[src/rtl/muldiv_unit.sv]
// Iterative RV32M multiply/divide unit: shift-add multiply and restoring divide,
// 32 iterations each, with single-cycle fast paths for divide-by-zero and signed overflow.
module muldiv_unit #(
  parameter int XLEN = 32
) (
  input  logic            clk,
  input  logic            rst_n,
  input  logic            start,
  input  logic            flush,
  input  logic [2:0]      op,
  input  logic [4:0]      rd,
  input  logic [XLEN-1:0] rs1_data,
  input  logic [XLEN-1:0] rs2_data,
  output logic            busy,
  output logic            done,
  output logic            wb_en,
  output logic [4:0]      wb_addr,
  output logic [XLEN-1:0] wb_data
);

  typedef enum logic [1:0] {
    S_IDLE = 2'd0,
    S_CALC = 2'd1,
    S_DONE = 2'd2
  } state_t;

  state_t      r_state;
  state_t      w_state_next;
  logic [2:0]  r_op;
  logic        r_neg;
  logic [5:0]  r_cnt;
  logic [31:0] r_opd;
  logic [31:0] r_rem;
  logic [63:0] r_acc;

  logic        w_accept;
  logic        w_finish;
  logic        w_a_signed;
  logic        w_b_signed;
  logic        w_neg_a;
  logic        w_neg_b;
  logic [31:0] w_a_mag;
  logic [31:0] w_b_mag;
  logic        w_div_zero;
  logic        w_div_ovf;
  logic        w_fast;
  logic [31:0] w_fast_res;
  logic [32:0] w_mul_sum;
  logic [63:0] w_mul_acc_next;
  logic [32:0] w_div_shift;
  logic        w_div_ok;
  logic [31:0] w_div_diff;
  logic [31:0] w_rem_next;
  logic [31:0] w_quo_next;
  logic [31:0] w_prod_hi_neg;
  logic [31:0] w_mul_res;
  logic [31:0] w_div_mag;
  logic [31:0] w_div_res;
  logic [31:0] w_final;

  // Operand decode for the request presented in IDLE.
  assign w_a_signed = (op == 3'b001) || (op == 3'b010) || (op == 3'b100) || (op == 3'b110);
  assign w_b_signed = (op == 3'b001) || (op == 3'b100) || (op == 3'b110);
  assign w_neg_a    = w_a_signed && rs1_data[31];
  assign w_neg_b    = w_b_signed && rs2_data[31];
  assign w_a_mag    = w_neg_a ? (32'd0 - rs1_data) : rs1_data;
  assign w_b_mag    = w_neg_b ? (32'd0 - rs2_data) : rs2_data;
  assign w_div_zero = op[2] && (rs2_data == 32'd0);
  assign w_div_ovf  = op[2] && !op[0] && (rs1_data == 32'h8000_0000) && (rs2_data == 32'hFFFF_FFFF);
  assign w_fast     = w_div_zero || w_div_ovf;
  assign w_fast_res = w_div_zero ? (op[1] ? rs1_data : 32'hFFFF_FFFF)
                                 : (op[1] ? 32'd0 : 32'h8000_0000);

  // Multiply step: low half of r_acc holds the multiplier and shifts out LSB first.
  assign w_mul_sum      = {1'b0, r_acc[63:32]} + (r_acc[0] ? {1'b0, r_opd} : 33'd0);
  assign w_mul_acc_next = {w_mul_sum, r_acc[31:1]};

  // Restoring divide step: r_acc[31:0] holds dividend bits shifting out MSB first
  // while quotient bits shift in; w_div_shift is the 33-bit partial remainder.
  assign w_div_shift = {r_rem, r_acc[31]};
  assign w_div_ok    = (w_div_shift >= {1'b0, r_opd});
  assign w_div_diff  = w_div_shift[31:0] - r_opd;
  assign w_rem_next  = w_div_ok ? w_div_diff : w_div_shift[31:0];
  assign w_quo_next  = {r_acc[30:0], w_div_ok};

  // High word of the negated 64-bit product: carry into the top only when the low word is zero.
  assign w_prod_hi_neg = ~w_mul_acc_next[63:32] + {31'd0, (w_mul_acc_next[31:0] == 32'd0)};
  assign w_mul_res     = (r_op[1:0] == 2'b00) ? w_mul_acc_next[31:0]
                       : (r_neg ? w_prod_hi_neg : w_mul_acc_next[63:32]);
  assign w_div_mag     = r_op[1] ? w_rem_next : w_quo_next;
  assign w_div_res     = r_neg ? (32'd0 - w_div_mag) : w_div_mag;
  assign w_final       = r_op[2] ? w_div_res : w_mul_res;

  always_comb begin
    w_state_next = r_state;
    w_accept     = 1'b0;
    w_finish     = 1'b0;
    case (r_state)
      S_IDLE: begin
        if (start && !flush) begin
          w_accept     = 1'b1;
          w_state_next = w_fast ? S_DONE : S_CALC;
        end
      end
      S_CALC: begin
        if (!flush && (r_cnt == 6'd31)) begin
          w_finish     = 1'b1;
          w_state_next = S_DONE;
        end
      end
      S_DONE:  w_state_next = S_IDLE;
      default: w_state_next = S_IDLE;
    endcase
    if (flush) begin
      w_state_next = S_IDLE;
    end
  end

  always_ff @(posedge clk or negedge rst_n) begin
    if (!rst_n) begin
      r_state <= S_IDLE;
    end else begin
      r_state <= w_state_next;
    end
  end

  always_ff @(posedge clk or negedge rst_n) begin
    if (!rst_n) begin
      r_op    <= 3'd0;
      r_neg   <= 1'b0;
      r_cnt   <= 6'd0;
      r_opd   <= 32'd0;
      r_rem   <= 32'd0;
      r_acc   <= 64'd0;
      busy    <= 1'b0;
      done    <= 1'b0;
      wb_en   <= 1'b0;
      wb_addr <= 5'd0;
      wb_data <= '0;
    end else begin
      busy  <= (w_state_next != S_IDLE);
      done  <= (w_state_next == S_DONE);
      wb_en <= (w_state_next == S_DONE) && (w_accept ? (rd != 5'd0) : (wb_addr != 5'd0));

      if (w_accept) begin
        r_op    <= op;
        r_neg   <= (op[2] && op[1]) ? w_neg_a : (w_neg_a ^ w_neg_b);
        r_cnt   <= 6'd0;
        r_opd   <= op[2] ? w_b_mag : w_a_mag;
        r_acc   <= {32'd0, (op[2] ? w_a_mag : w_b_mag)};
        r_rem   <= 32'd0;
        wb_addr <= rd;
        if (w_fast) begin
          wb_data <= w_fast_res;
        end
      end else if (r_state == S_CALC) begin
        r_cnt <= r_cnt + 6'd1;
        if (r_op[2]) begin
          r_rem <= w_rem_next;
          r_acc <= {r_acc[63:32], w_quo_next};
        end else begin
          r_acc <= w_mul_acc_next;
        end
        if (w_finish) begin
          wb_data <= w_final;
        end
      end
    end
  end

endmodule
[config.mk]
export PLATFORM = sky130hd
export DESIGN_NAME = muldiv_unit
export DESIGN_NICKNAME = d
export VERILOG_FILES = /design/src/rtl/muldiv_unit.sv
export SDC_FILE = /design/constraint.sdc
export NUM_CORES = 1
export LEC_CHECK = 0
export BUFFER_PORTS_ARGS = -buffer_cell sky130_fd_sc_hd__buf_2
export CAP_MARGIN = 25
export CELL_PAD_IN_SITES_DETAIL_PLACEMENT = 1
export CELL_PAD_IN_SITES_GLOBAL_PLACEMENT = 2
export CORE_AREA = 3 3 285 175
export DETAILED_ROUTE_END_ITERATION = 6
export DIE_AREA = 0 0 288 178
export PLACE_DENSITY_LB_ADDON = 0.1
export SYNTH_ARGS = -nofsm -noshare
export SYNTH_HDL_FRONTEND = slang
export SYNTH_SLANG_ARGS = --single-unit
[constraint.sdc]
create_clock -name clk -period 6.7 [get_ports clk]
set_clock_uncertainty 0.15 [all_clocks]
set_input_delay 0.67 -clock clk [delete_from_list [all_inputs] [get_ports clk]]
set_output_delay 0.67 -clock clk [all_outputs]
set_load 0.02 [all_outputs]
==> impl_summary.txt <==
----------------------------------------------------
[Floorplan]
  Starting utilization of the core area ... 0.367
  Core Footprint ... 0.0475 sq mm
  Die outline area ... 0.0513 sq mm
  Chip width ... 288 microns
  Number of rows in the core area ... 62
  Floorplan die height ... 178 microns
  Number of ports placed on the die boundary ... 116

[Timing]
  Fin. max-slew vios ... 0
  Final setup violation count ... 0
  Fin crit share ... 0.874
  Slew of the pin with the lowest slew margin ... 1.07 ns
  Unrepaired setup endpoints after global routing ... false
  Max-slew headroom ... 0.285
  Hold violation total from the final report ... 0
  Final setup slack of the worst path ... 0.846 ns
  Total Neg Setup Slack ... 0 ns
  Minimum clock period after layout ... 5.85 ns
  F_max ... 171 MHz

[Critical path]
  Crit-path slowest cell ... sky130_fd_sc_hd__o31a_1
  Required time at the worst-slack endpoint ... 6.91 ns
  Startpoint Class ... flip-flop
  CP Cell Sequence ... ha_1, nand3_1, o21bai_1, a211oi_4, o31a_1, nor2_2, mux2i_1, nor2_1, a21oi_1, ha_1, nor4b_1, a211oi_1, nor4_2, nand4_1, nor3_2, mux2_1, nor2_1, o31ai_1
  Largest stage delay on the critical path ... 0.64 ns
  Critical path class ... reg2reg
  Sort of element at the end of the critical path ... flip-flop
  Critical path peak fanout ... 11
  Worst EP arrival ... 6.07 ns

[Synth]
  Multiplexer area fraction after synthesis ... 0.0412
  Async S/R FF share, synth ... 1.00
  Average size of a mapped cell ... 7.51 sq um
  Mapped cell area ... 0.0174 sq mm
  Share of the synthesized area in the top cell type ... 0.259
  Post-Syn Nets ... 2468
  Sequential area share after synthesis ... 0.259
  Post-synthesis share of cell area spent on and, or, nand and nor gates ... 0.230
  Number of enable flip-flop cells after synthesis ... 0
  Largest cells by area after synthesis ... sky130_fd_sc_hd__dfrtp_1 26%, sky130_fd_sc_hd__o21ai_0 7.2%, sky130_fd_sc_hd__nand2_1 6.4%
  Post-synth top area cell ... sky130_fd_sc_hd__dfrtp_1
  FF+latch count, synth ... 180
  Share of the synthesized area in compound gates (AO/OA/AOI/OAI) ... 0.290
  Total number of yosys warnings ... 0
  Arithmetic-cell share of the synthesized area counting full adders, half adders and majority gates ... 0.0533
  Count of distinct cell types in the synthesized netlist ... 103
  Xor/xnor share of the synthesized area ... 0.0755
  Main combinational cell family by area after synthesis ... compound AO/OA/AOI/OAI gates
  Gate Count Post-Synth ... 2319
  Most frequently used flop master after synthesis ... sky130_fd_sc_hd__dfrtp_1

[Global routing]
  Number of antenna violations at the first check in global routing ... 6
  Number of global-route vias before repair ... 17800
  Gr ovfl total ... 0
  Pin count of the biggest net entering global routing ... 104
  Global-route wire length before repair ... 123000 microns
  Aggregate global-route resource usage ... 0.325

[Finish]
  Proportion of layout cells with a drive suffix above 1 ... 0.109
  Synthesis-to-finish area growth ... 10.3%
  Most common cell after layout, fill and taps aside ... sky130_fd_sc_hd__nand2_1
  Number of fill cells ... 5924
  Final design utilization ... 0.404
  Most frequent cells in the layout ... 295 x sky130_fd_sc_hd__nand2_1, 250 x sky130_fd_sc_hd__o21ai_0, 214 x sky130_fd_sc_hd__nor2_1, 206 x sky130_fd_sc_hd__a21oi_1, 177 x sky130_fd_sc_hd__dfrtp_1
  Antenna fix cells ... 0
  Number of nets in the finished design ... 2502

[CTS]
  Count of H-tree levels built during CTS ... 4
  Post-cts hold buffer count ... 0
  Maximum count of clock buffers along a single path ... 2
  Worst skew pair latency ... 0.48 ns
  Num Clock Sinks ... 180
  Clock root buffer master ... sky130_fd_sc_hd__clkbuf_16
  Worst-path clk slew ... 0.08 ns
  Buffers inserted during post-CTS setup optimization ... 0
  TritonCTS buffer count ... 17
  Clock tree from TritonCTS ... built
  Post_cts resized ... 0

[Hold path]
  Hold Crit Class ... in2async

[Place]
  Routability cong. ... 0.956
  Buffers on Ports ... 115
  DP Wirelength ... 67000 microns
  Worst setup slack after placement ... 1.14 ns

[Pwr]
  Static leakage ... 8.15 nW
  Power density over the cells ... 317 mW/mm^2
  Max IR drop VDD ... 0.228 mV

[Flow run]
  Max-Cap Viols ... 0

[Route]
  Remaining design rule violation count ... 0
  Drt first-iter violations ... 1897
  TritonRoute pass-1 iters ... 6
  Routed len/inst ... 28.2 microns
  Detail Route Antenna Nets ... 0
  Vias/cell ... 6.30
  Vias post-DR ... 18900
  Total wirelength of the detailed-routed design ... 84800 microns

[Status]
  Outcome ... complete, no violations

----------------------------------------------------
routing by layer:
| metal | global-route usage | wire (microns) | vias up |
|---|---|---|---|
| met5 | 0 | 27 | - |
| met4 | 0.0814 | 1860 | 4 |
| met3 | 0.0714 | 6710 | 78 |
| met2 | 0.439 | 33400 | 677 |
| met1 | 0.511 | 42800 | 9674 |
| li1 | - | - | 8504 |
path summary, 6_finish.rpt:
kind / to / cells after the start / startpoint / slack, ns
setup / recovery: wb_data[26]$_DFFE_PN0P_ / 18 / r_rem[2]$_DFFE_PN0P_ / 0.85
hold / removal: r_acc[59]$_DFFE_PN0P_ / 1 / rst_n / 0.14
setup reg to reg: wb_data[26]$_DFFE_PN0P_ / 18 / r_rem[2]$_DFFE_PN0P_ / 0.85
min in group clk: wb_addr[1]$_DFFE_PN0P_ / 3 / rd[1] / 0.25
max in group asynchronous: r_neg$_DFFE_PN0P_ / 2 / rst_n / 4.75
hold reg to reg: r_cnt[5]$_DFFE_PN0P_ / 1 / r_cnt[5]$_DFFE_PN0P_ / 0.34
worst max-delay path: cells and delay by family, from the launching register on:
kind                       cells  cell delay (ns)
and+or+nand+nor                8             1.99
DFF                            1             0.48
AOI/OAI and AO/OA              6             1.82
muxes                          2             0.58
adders and majority gates      2             0.70
synthesized netlist by cell type (14+ instances only):
cell type                    n
sky130_fd_sc_hd__xor2_1     71
sky130_fd_sc_hd__o21ai_0   250
sky130_fd_sc_hd__a22o_1     30
sky130_fd_sc_hd__a21oi_1   206
sky130_fd_sc_hd__inv_1      76
sky130_fd_sc_hd__or3_1      15
sky130_fd_sc_hd__and3_1     14
sky130_fd_sc_hd__nor2b_1    14
sky130_fd_sc_hd__o31ai_1    29
sky130_fd_sc_hd__buf_1      17
sky130_fd_sc_hd__dfrtp_1   180
sky130_fd_sc_hd__o211ai_1   40
sky130_fd_sc_hd__buf_2      23
sky130_fd_sc_hd__ha_1       71
sky130_fd_sc_hd__clkbuf_1   93
sky130_fd_sc_hd__nand3_1    55
sky130_fd_sc_hd__a21o_1     25
sky130_fd_sc_hd__xnor2_1    79
sky130_fd_sc_hd__nand2_1   296
sky130_fd_sc_hd__o21a_1     15
sky130_fd_sc_hd__nand2b_1   22
sky130_fd_sc_hd__and2_1     41
sky130_fd_sc_hd__mux2i_1    57
sky130_fd_sc_hd__a211oi_1   31
sky130_fd_sc_hd__nor4_1     19
sky130_fd_sc_hd__a31oi_1    24
sky130_fd_sc_hd__nor2_1    215
sky130_fd_sc_hd__nor3_1     44
sky130_fd_sc_hd__nand4_1    31
state kept, by name, indices dropped and copies added, names as in the netlist:
name	flops
r_rem	32
r_state	2
wb_addr	5
wb_data	32
done	1
r_cnt	6
r_neg	1
busy	1
r_op	3
wb_en	1
r_acc	64
r_opd	32
report_power, final:
part / internal [W] / switching (W) / total [W]
combinational: 0.00109 / 0.00218 / 0.00327
clock: 0.000667 / 0.000532 / 0.00120
sequential: 0.00129 / 0.000326 / 0.00162
cell families after synthesis:
group,Yosys count
AND/OR/NAND/NOR,838
AO/OA/AOI/OAI,789
buffers and inverters,219
flip-flops,180
XOR/XNOR,150
adder cells (fa/ha/maj),73
multiplexers,70
area by class of cell:
cell class                      count  area, sq um  area share
Multi-Input combinational cell   1920        12000       0.627
Sequential cell                   180         4510       0.235
Timing Repair Buffer              156          912      0.0475
Tap cell                          640          801      0.0417
Clock buffer                       17          425      0.0222
Inverter                           78          293      0.0152
Clock inverter                     14          220      0.0115
metrics by stage:
step	std cells	hold WS, ns	power [W]	cell area (sq um)
after floorplan	2319	0.224	0.00365	17400
after global placement	2973	0.316	0.00476	18500
after detailed placement	2974	0.323	0.00481	18600
after CTS	3005	0.168	0.00603	19200
after global routing	3005	0.183	0.00643	19200
final	3005	0.143	0.00609	19200
Power figures use the tool's default switching activity.
